$ cat src/rtl/run_monitor.sv
// Purpose: folds the datapath PC/Instr/store bus into a signature hash and a pass/fail/timeout verdict.
// Latency: hash, counters and verdict flags are registered and are visible one cycle after the sampled inputs.
// Backpressure: none; it samples on every RUN edge and ignores all inputs once a verdict is reached.
module run_monitor #(
  parameter logic [31:0] PASS_ADDR   = 32'd100,
  parameter logic [31:0] PASS_DATA   = 32'd25,
  parameter logic [31:0] IGNORE_ADDR = 32'd96,
  parameter int unsigned TIMEOUT     = 10000,
  parameter int unsigned CNT_W       = 32
) (
  input  logic              clk,
  input  logic              reset,
  input  logic              en,
  input  logic [31:0]       PC,
  input  logic [31:0]       Instr,
  input  logic              MemWrite,
  input  logic [31:0]       DataAdr,
  input  logic [31:0]       WriteData,
  output logic [31:0]       hash,
  output logic [CNT_W-1:0]  cycles,
  output logic [CNT_W-1:0]  writes,
  output logic              done,
  output logic              pass,
  output logic              fail,
  output logic              timeout
);

  typedef enum logic [2:0] {
    S_IDLE    = 3'd0,
    S_RUN     = 3'd1,
    S_PASS    = 3'd2,
    S_FAIL    = 3'd3,
    S_TIMEOUT = 3'd4
  } state_t;

  // Cycle count seen on the edge that must raise the timeout verdict.
  localparam logic [CNT_W-1:0] TO_LAST = CNT_W'(TIMEOUT - 1);
  localparam logic [CNT_W-1:0] CNT_ONE = CNT_W'(1);

  state_t           state_q;
  logic [31:0]      hash_q, hash_d;
  logic [CNT_W-1:0] cycles_q, cycles_d;
  logic [CNT_W-1:0] writes_q, writes_d;
  logic             done_q, pass_q, fail_q, timeout_q;

  logic [31:0]      mix;
  logic             ign_wr, pass_hit, fail_hit, to_hit;

  // Next hash/counter values and the store/timeout qualifiers for a RUN edge.
  always_comb begin
    mix      = hash_q ^ Instr ^ PC;
    if (MemWrite) begin
      mix = mix ^ WriteData;
    end
    hash_d   = {mix[30:0], mix[9] ^ mix[29] ^ mix[30] ^ mix[31]};
    ign_wr   = MemWrite && (DataAdr == IGNORE_ADDR);
    // Counters stick at all-ones rather than wrapping back to zero.
    cycles_d = (&cycles_q) ? cycles_q : cycles_q + CNT_ONE;
    writes_d = (ign_wr && !(&writes_q)) ? writes_q + CNT_ONE : writes_q;
    // A wrong-data store to PASS_ADDR falls through to fail_hit.
    pass_hit = MemWrite && (DataAdr == PASS_ADDR) && (WriteData == PASS_DATA);
    fail_hit = MemWrite && (DataAdr != IGNORE_ADDR);
    to_hit   = (cycles_q == TO_LAST);
  end

  // Run-state machine: owns the signature, counters and registered verdict flags.
  always_ff @(posedge clk or negedge reset) begin
    if (!reset) begin
      state_q   <= S_IDLE;
      hash_q    <= '0;
      cycles_q  <= '0;
      writes_q  <= '0;
      done_q    <= 1'b0;
      pass_q    <= 1'b0;
      fail_q    <= 1'b0;
      timeout_q <= 1'b0;
    end else begin
      case (state_q)
        S_IDLE: begin
          // The start edge itself is not sampled.
          if (en) begin
            state_q <= S_RUN;
          end
        end
        S_RUN: begin
          // The verdict edge still folds its inputs into the hash and counters.
          hash_q   <= hash_d;
          cycles_q <= cycles_d;
          writes_q <= writes_d;
          if (pass_hit) begin
            state_q <= S_PASS;
            done_q  <= 1'b1;
            pass_q  <= 1'b1;
          end else if (fail_hit) begin
            state_q <= S_FAIL;
            done_q  <= 1'b1;
            fail_q  <= 1'b1;
          end else if (to_hit) begin
            state_q   <= S_TIMEOUT;
            done_q    <= 1'b1;
            timeout_q <= 1'b1;
          end
        end
        S_PASS, S_FAIL, S_TIMEOUT: begin
          // Terminal: everything holds until reset.
        end
        default: begin
          state_q <= S_IDLE;
        end
      endcase
    end
  end

  assign hash    = hash_q;
  assign cycles  = cycles_q;
  assign writes  = writes_q;
  assign done    = done_q;
  assign pass    = pass_q;
  assign fail    = fail_q;
  assign timeout = timeout_q;

endmodule

$ cat config.mk
export PLATFORM = sky130hd
export DESIGN_NAME = run_monitor
export DESIGN_NICKNAME = d
export VERILOG_FILES = /design/src/rtl/run_monitor.sv
export SDC_FILE = /design/constraint.sdc
export NUM_CORES = 1
export LEC_CHECK = 0
export CORE_ASPECT_RATIO = 1.4
export CORE_UTILIZATION = 44
export DETAILED_ROUTE_END_ITERATION = 6
export GPL_ROUTABILITY_DRIVEN = 0
export PLACE_DENSITY_LB_ADDON = 0.25
export SLEW_MARGIN = 20
export SYNTH_ARGS = -nofsm -noshare
export SYNTH_HDL_FRONTEND = slang
export SYNTH_SLANG_ARGS = --single-unit
export TNS_END_PERCENT = 10
$ cat constraint.sdc
create_clock -name clk -period 2.6 [get_ports clk]
set_input_delay 0.52 -clock clk [delete_from_list [all_inputs] [get_ports clk]]
set_output_delay 0.52 -clock clk [all_outputs]
set_load 0.05 [all_outputs]
; Yosys cells after proc, flatten, opt, wreduce, memory -nomap -nowiden
; Cells that the tools add are included.
[op_classes]
muxes = 9
mul = 0
addsub = 2
n_bitwise = 10
n_eq_ne = 11
div_mod_pow = 0
shift = 0
order_cmp = 0
reduce_logical = 18
[ops]
columns = cell, n
row1 = $xor A32 B32 Y32, 3
row2 = $add A32 B1 Y32 const B, 2
row3 = $eq A32 B7 Y1 const B, 2
row4 = $reduce_and A32 Y1, 2
row5 = $eq A32 B14 Y1 const B, 1
row6 = $eq A32 B5 Y1 const B, 1
row7 = $mux W32, 1
row8 = $ne A32 B7 Y1 const B, 1
row9 = $mux W3, 4
row10 = $pmux W3 S3, 1
row11 = $reduce_and A2 Y1, 4
row12 = $eq A3 B2 Y1 const B, 2
row13 = $reduce_and A3 Y1, 2
row14 = $logic_and A1 B1 Y1, 5
row15 = $ne A4 B4 Y1 const B, 1
row16 = $not A1 Y1, 4
row17 = $reduce_and A4 Y1, 1
row18 = $eq A3 B1 Y1 const B, 1
row19 = $eq A3 B3 Y1 const B, 1
row20 = $logic_not A3 Y1, 1
row21 = $mux W1, 3
row22 = $reduce_bool A3 Y1, 1
row23 = $reduce_or A3 Y1, 1
row24 = $xor A1 B1 Y1, 3
row25 = 2 further kinds, 2
[totals]
reg_bits = 103
latch_bits = 0
ram_bits = 0
inputBits = 132
word_cells = 58
output_inout_bits = 100
rom_bits = 0
n_memories = 0

; Depth between registers and ports, before layout
[logic_depth]
depth_word = 7
depth_mapped = 7
depth_no_buf = 7

; Worst setup path after synthesis
; Ideal clock, no wire load.
[synth_path]
path_kind = reg-to-reg
from = register writes_q[13] (netlist: writes[13])
to = register writes_q[9] (netlist: writes[9])
slack_ns = 0.096
setup_time_ns = 0.146
arrival_ns = 2.358
period_less_slack_ns = 2.504
required_ns = 2.454
stages_incl_launch_ff = 8
path_buffers = 1
cell_sequence = dfrtp_1 > and4_4 > nand4_1 > or4_4 > o311ai_4 > buf_6 > nor2_1 > xor2_1
[synth_via]
elab_chain_len = 4
[synth_rtl]
columns = item, line
row1 = start: declaration, 43  ; logic [CNT_W-1:0] writes_q, writes_d;
row2 = start signal: assignment, 89  ; writes_q <= writes_d;
row3 = $reduce_and A32 Y1, 59  ; writes_d = (ign_wr && !(&writes_q)) ? writes_q + CNT_ONE : writes_q;
row4 = $logic_not A1 Y1, 59
row5 = $logic_and A1 B1 Y1, 59
row6 = $reduce_and A2 Y1 (no line), n/a
; No other way between the ends.
; A chain may end at the register's enable or synchronous reset.

; Worst setup path after layout
[layout_path]
from = input port DataAdr[18]
to = register state_q[2]
[layout_via]
elab_chain_len = 5
word_cells_on_any_way = 10
classes_between = eq/ne: 3 / mux: 3 / reduce/logical: 4
[layout_rtl]
columns = item, line
row1 = start: declaration, 17  ; input logic [31:0] DataAdr,
row2 = $ne A32 B7 Y1 / $eq A32 B7 Y1 (equally long branches), "62, 61"
row3 = "$logic_and A1 B1 Y1, on equally long branches", "62, 61"
row4 = $mux W3 / $logic_and A1 B1 Y1 (equally long branches), "94, 61"
row5 = $mux W3 / $ne A4 B4 Y1 (equally long branches), n/a
row6 = $pmux W3 S3 / $reduce_and A3 Y1 (equally long branches), n/a
row7 = end signal: assignment, 82  ; state_q <= S_RUN;
row8 = end signal: assignment, 91  ; state_q <= S_PASS;
row9 = end signal: assignment, 95  ; state_q <= S_FAIL;
row10 = end: declaration, 40  ; state_t state_q;
; Parallel ways exist; a longest one is shown, timed or not.

==> metrics.md <==
| Metric | Value |
|---|---|
| Total track usage | `26.6%` |
| Top cells by count, synth | `dfrtp_1, xnor2_1, nand2_1` |
| PnR Total Power | `7.03 mW` |
| Clock sinks | `103` |
| Clock skew | `0.00886 ns` |
| P&R area growth vs syn | `53.7%` |
| # port buffers | `231` |
| Critical Path AT | `2.74 ns` |
| Multi-input gate area | `3020 sq um` |
| Via density | `5.33` |
| Worst-path clk slew | `0.07 ns` |
| DP Cell Count | `982` |
| Violated checks | `design-rule violations` |
| Nets | `978` |
| Yosys top cell by area | `dfrtp_1` |
| Total leakage power | `3.72 nW` |
| Filler cells | `973` |
| Compound-Gate Fraction of Synth Area | `4.96%` |
| Fin cells | `1,000` |
| Clock tree buffer depth | `2` |
| Hpwl dp | `13.7 mm` |
| Fraction of registers with async set/reset | `100%` |
| Worst-path fanout max | `3` |
| WS Path Type | `in2reg` |
| FF-to-FF path depth | `8` |
| Setup TNS | `0 ns` |
| Final Hold Viols | `0` |
| Final Hold Slack | `0.166 ns` |
| Final WL | `17.6 mm` |
| CTS buffer count | `9` |
| Vias | `5,326` |
| Post-synth top area share | `45.2%` |
| Slew Limit Fails | `0` |
| Critical Path End Type | `flop` |
| VDD IR max | `0.588 mV` |
| Ranking of synthesized cells by area | `dfrtp_1, xnor2_1, xor2_1, nand2_1, o21ai_0` |
| Post-route DRC | `46` |
| Final worst path period share | `95.3%` |
| First-pass GRT wire length | `27.7 mm` |
| Final setup fails | `0` |
| Max Cap Violations | `0` |
| Drt pass-1 iters | `7` |
| RSZ-0062 raised after global routing | `no` |
| Layout cells sized above 1 | `9.19%` |
| Die W | `98.2 um` |
| Largest net degree at the start of global routing | `65` |
| Launching element type of the critical path | `input port` |
| CTS tree | `yes` |
| Distinct cells, synth | `45` |
| H-tree depth | `3` |
| Drt wl/cell | `17.6 um` |
| Seq cells post-synth | `103` |
| Syn_nets | `713` |
| Clk root buf | `clkbuf_16` |
| Post-synthesis mux area share | `0.966%` |
| Synth Area in Adders | `0.439%` |
| Power density cells | `803 nW/um^2` |
| Synth Flop Type | `dfrtp_1` |
| Die Footprint | `13,400 sq um` |
| Worst slew pin tran | `0.609 ns` |
| Outcome | `finished, violations left` |
| Starting DRT DRC Count | `234` |
| Worst hold path type | `in2async` |
| Util after Layout | `70.1%` |
| Mapped Area | `5700 sq um` |
| Antenna violations before repair | `2` |
| Synth Area in Simple Gates | `22.1%` |
| Xor/xnor share of the synthesized area | `24.4%` |
| Syn_area_per_cell | `9.84 sq um` |
| Initial Util | `45.6%` |
| F_max | `0.404 GHz` |
| Die height | `137 um` |
| Clock period minus worst slack | `2.48 ns` |
| Total global routing overflow | `0` |
| Yosys warns | `0` |
| Sequential cell area | `2580 sq um` |
| Core area | `12,500 sq um` |
| EDFF count, synth | `0` |
| Syn Inst Count | `579` |
| Later-pin clock latency in the skew report | `0.35 ns` |
| Largest family of logic cells by synthesized area | `XOR/XNOR gates` |
| Max_slew headroom | `59.3%` |
| Cell Rows | `48` |
| Antenna viol nets, final | `0` |
| Seq/Total Area, Yosys | `45.2%` |
| Vias in the first global route | `5,384` |
| Critical Path RT | `2.86 ns` |
| Ports | `232` |
per-layer routing:
metal | part of all wire, % | track usage, % | vias up
met5 | 0.074 | 0 | -
met2 | 51 | 48.0 | 230
met1 | 38 | 30.3 | 2555
met4 | 3.0 | 10.2 | 2
li1 | - | - | 2498
met3 | 8.4 | 6.74 | 41
cells in the final DEF, fill, tap and decap left out, drive strengths merged, types with 18 or more instances in the layout:
master	Yosys	final
nor3	19	19
clkdlybuf4s50	0	230
dfrtp	103	103
xnor2	103	103
xor2	56	56
buf	3	39
nand4	25	25
nand2	97	97
nor2	20	20
o21ai	33	33
nand3	22	22
nor4	18	18
metrics by stage:
step           area (sq um)  setup slack [ns]
6_report               8760             0.123
5_1_grt                8760          0.000484
4_1_cts                8730            0.0531
3_5_place_dp           8430            -0.285
3_3_place_gp           8430            -0.248
2_1_floorplan          5700            0.0960
area by class of cell:
cell class / instances / area share [%]
timing repair buffer: 269 / 30.1
antenna: 1 / 0.0286
multi-input combinational: 451 / 34.5
clock inverter: 5 / 0.643
tap: 150 / 2.14
inverter: 10 / 0.429
sequential: 103 / 29.4
clock buffer: 11 / 2.77
timing repair:
item,4_1_cts,5_1_grt
hold endpoints to repair,0,0
gates resized for setup,0,1
hold buffers,0,0
buffers inserted,0,1
setup endpoints to repair,0,7
report_power, final:
| part | internal, mW | switching [mW] |
|---|---|---|
| clock network | 0.774 | 0.600 |
| registers | 1.92 | 0.346 |
| logic | 1.41 | 1.99 |
worst paths after layout:
kind	from	end	slack, ns
hold reg to reg	fail	fail	0.47
max in group asynchronous	reset	hash[17]	1.73
setup reg to reg	cycles[0]	cycles[16]	0.34
min in group clk	fail	fail	0.47
setup / recovery	DataAdr[18]	state_q[2]	0.12
hold / removal	reset	hash[29]	0.17
critical path, stage by stage:
cell             delay, ns
clkdlybuf4s50_1       0.44
nor4_1                0.29
buf_4                 0.15
nand4_1               0.13
buf_4                 0.19
buf_4                 0.12
or2_2                 0.29
o21ai_0               0.24
nand4b_1              0.14
a21oi_1               0.22
registers in the layout (all words and copies together), names as in the netlist:
name / flops
pass: 1
fail: 1
state_q: 3
hash: 32
cycles: 32
done: 1
writes: 32
timeout: 1
cell families after synthesis:
family / Yosys count
simple gates: 239
xor+xnor: 159
flops: 103
compound gates: 46
buf+inv: 25
mux: 5
fa+ha+maj: 2
Power figures use the tool's default switching activity.
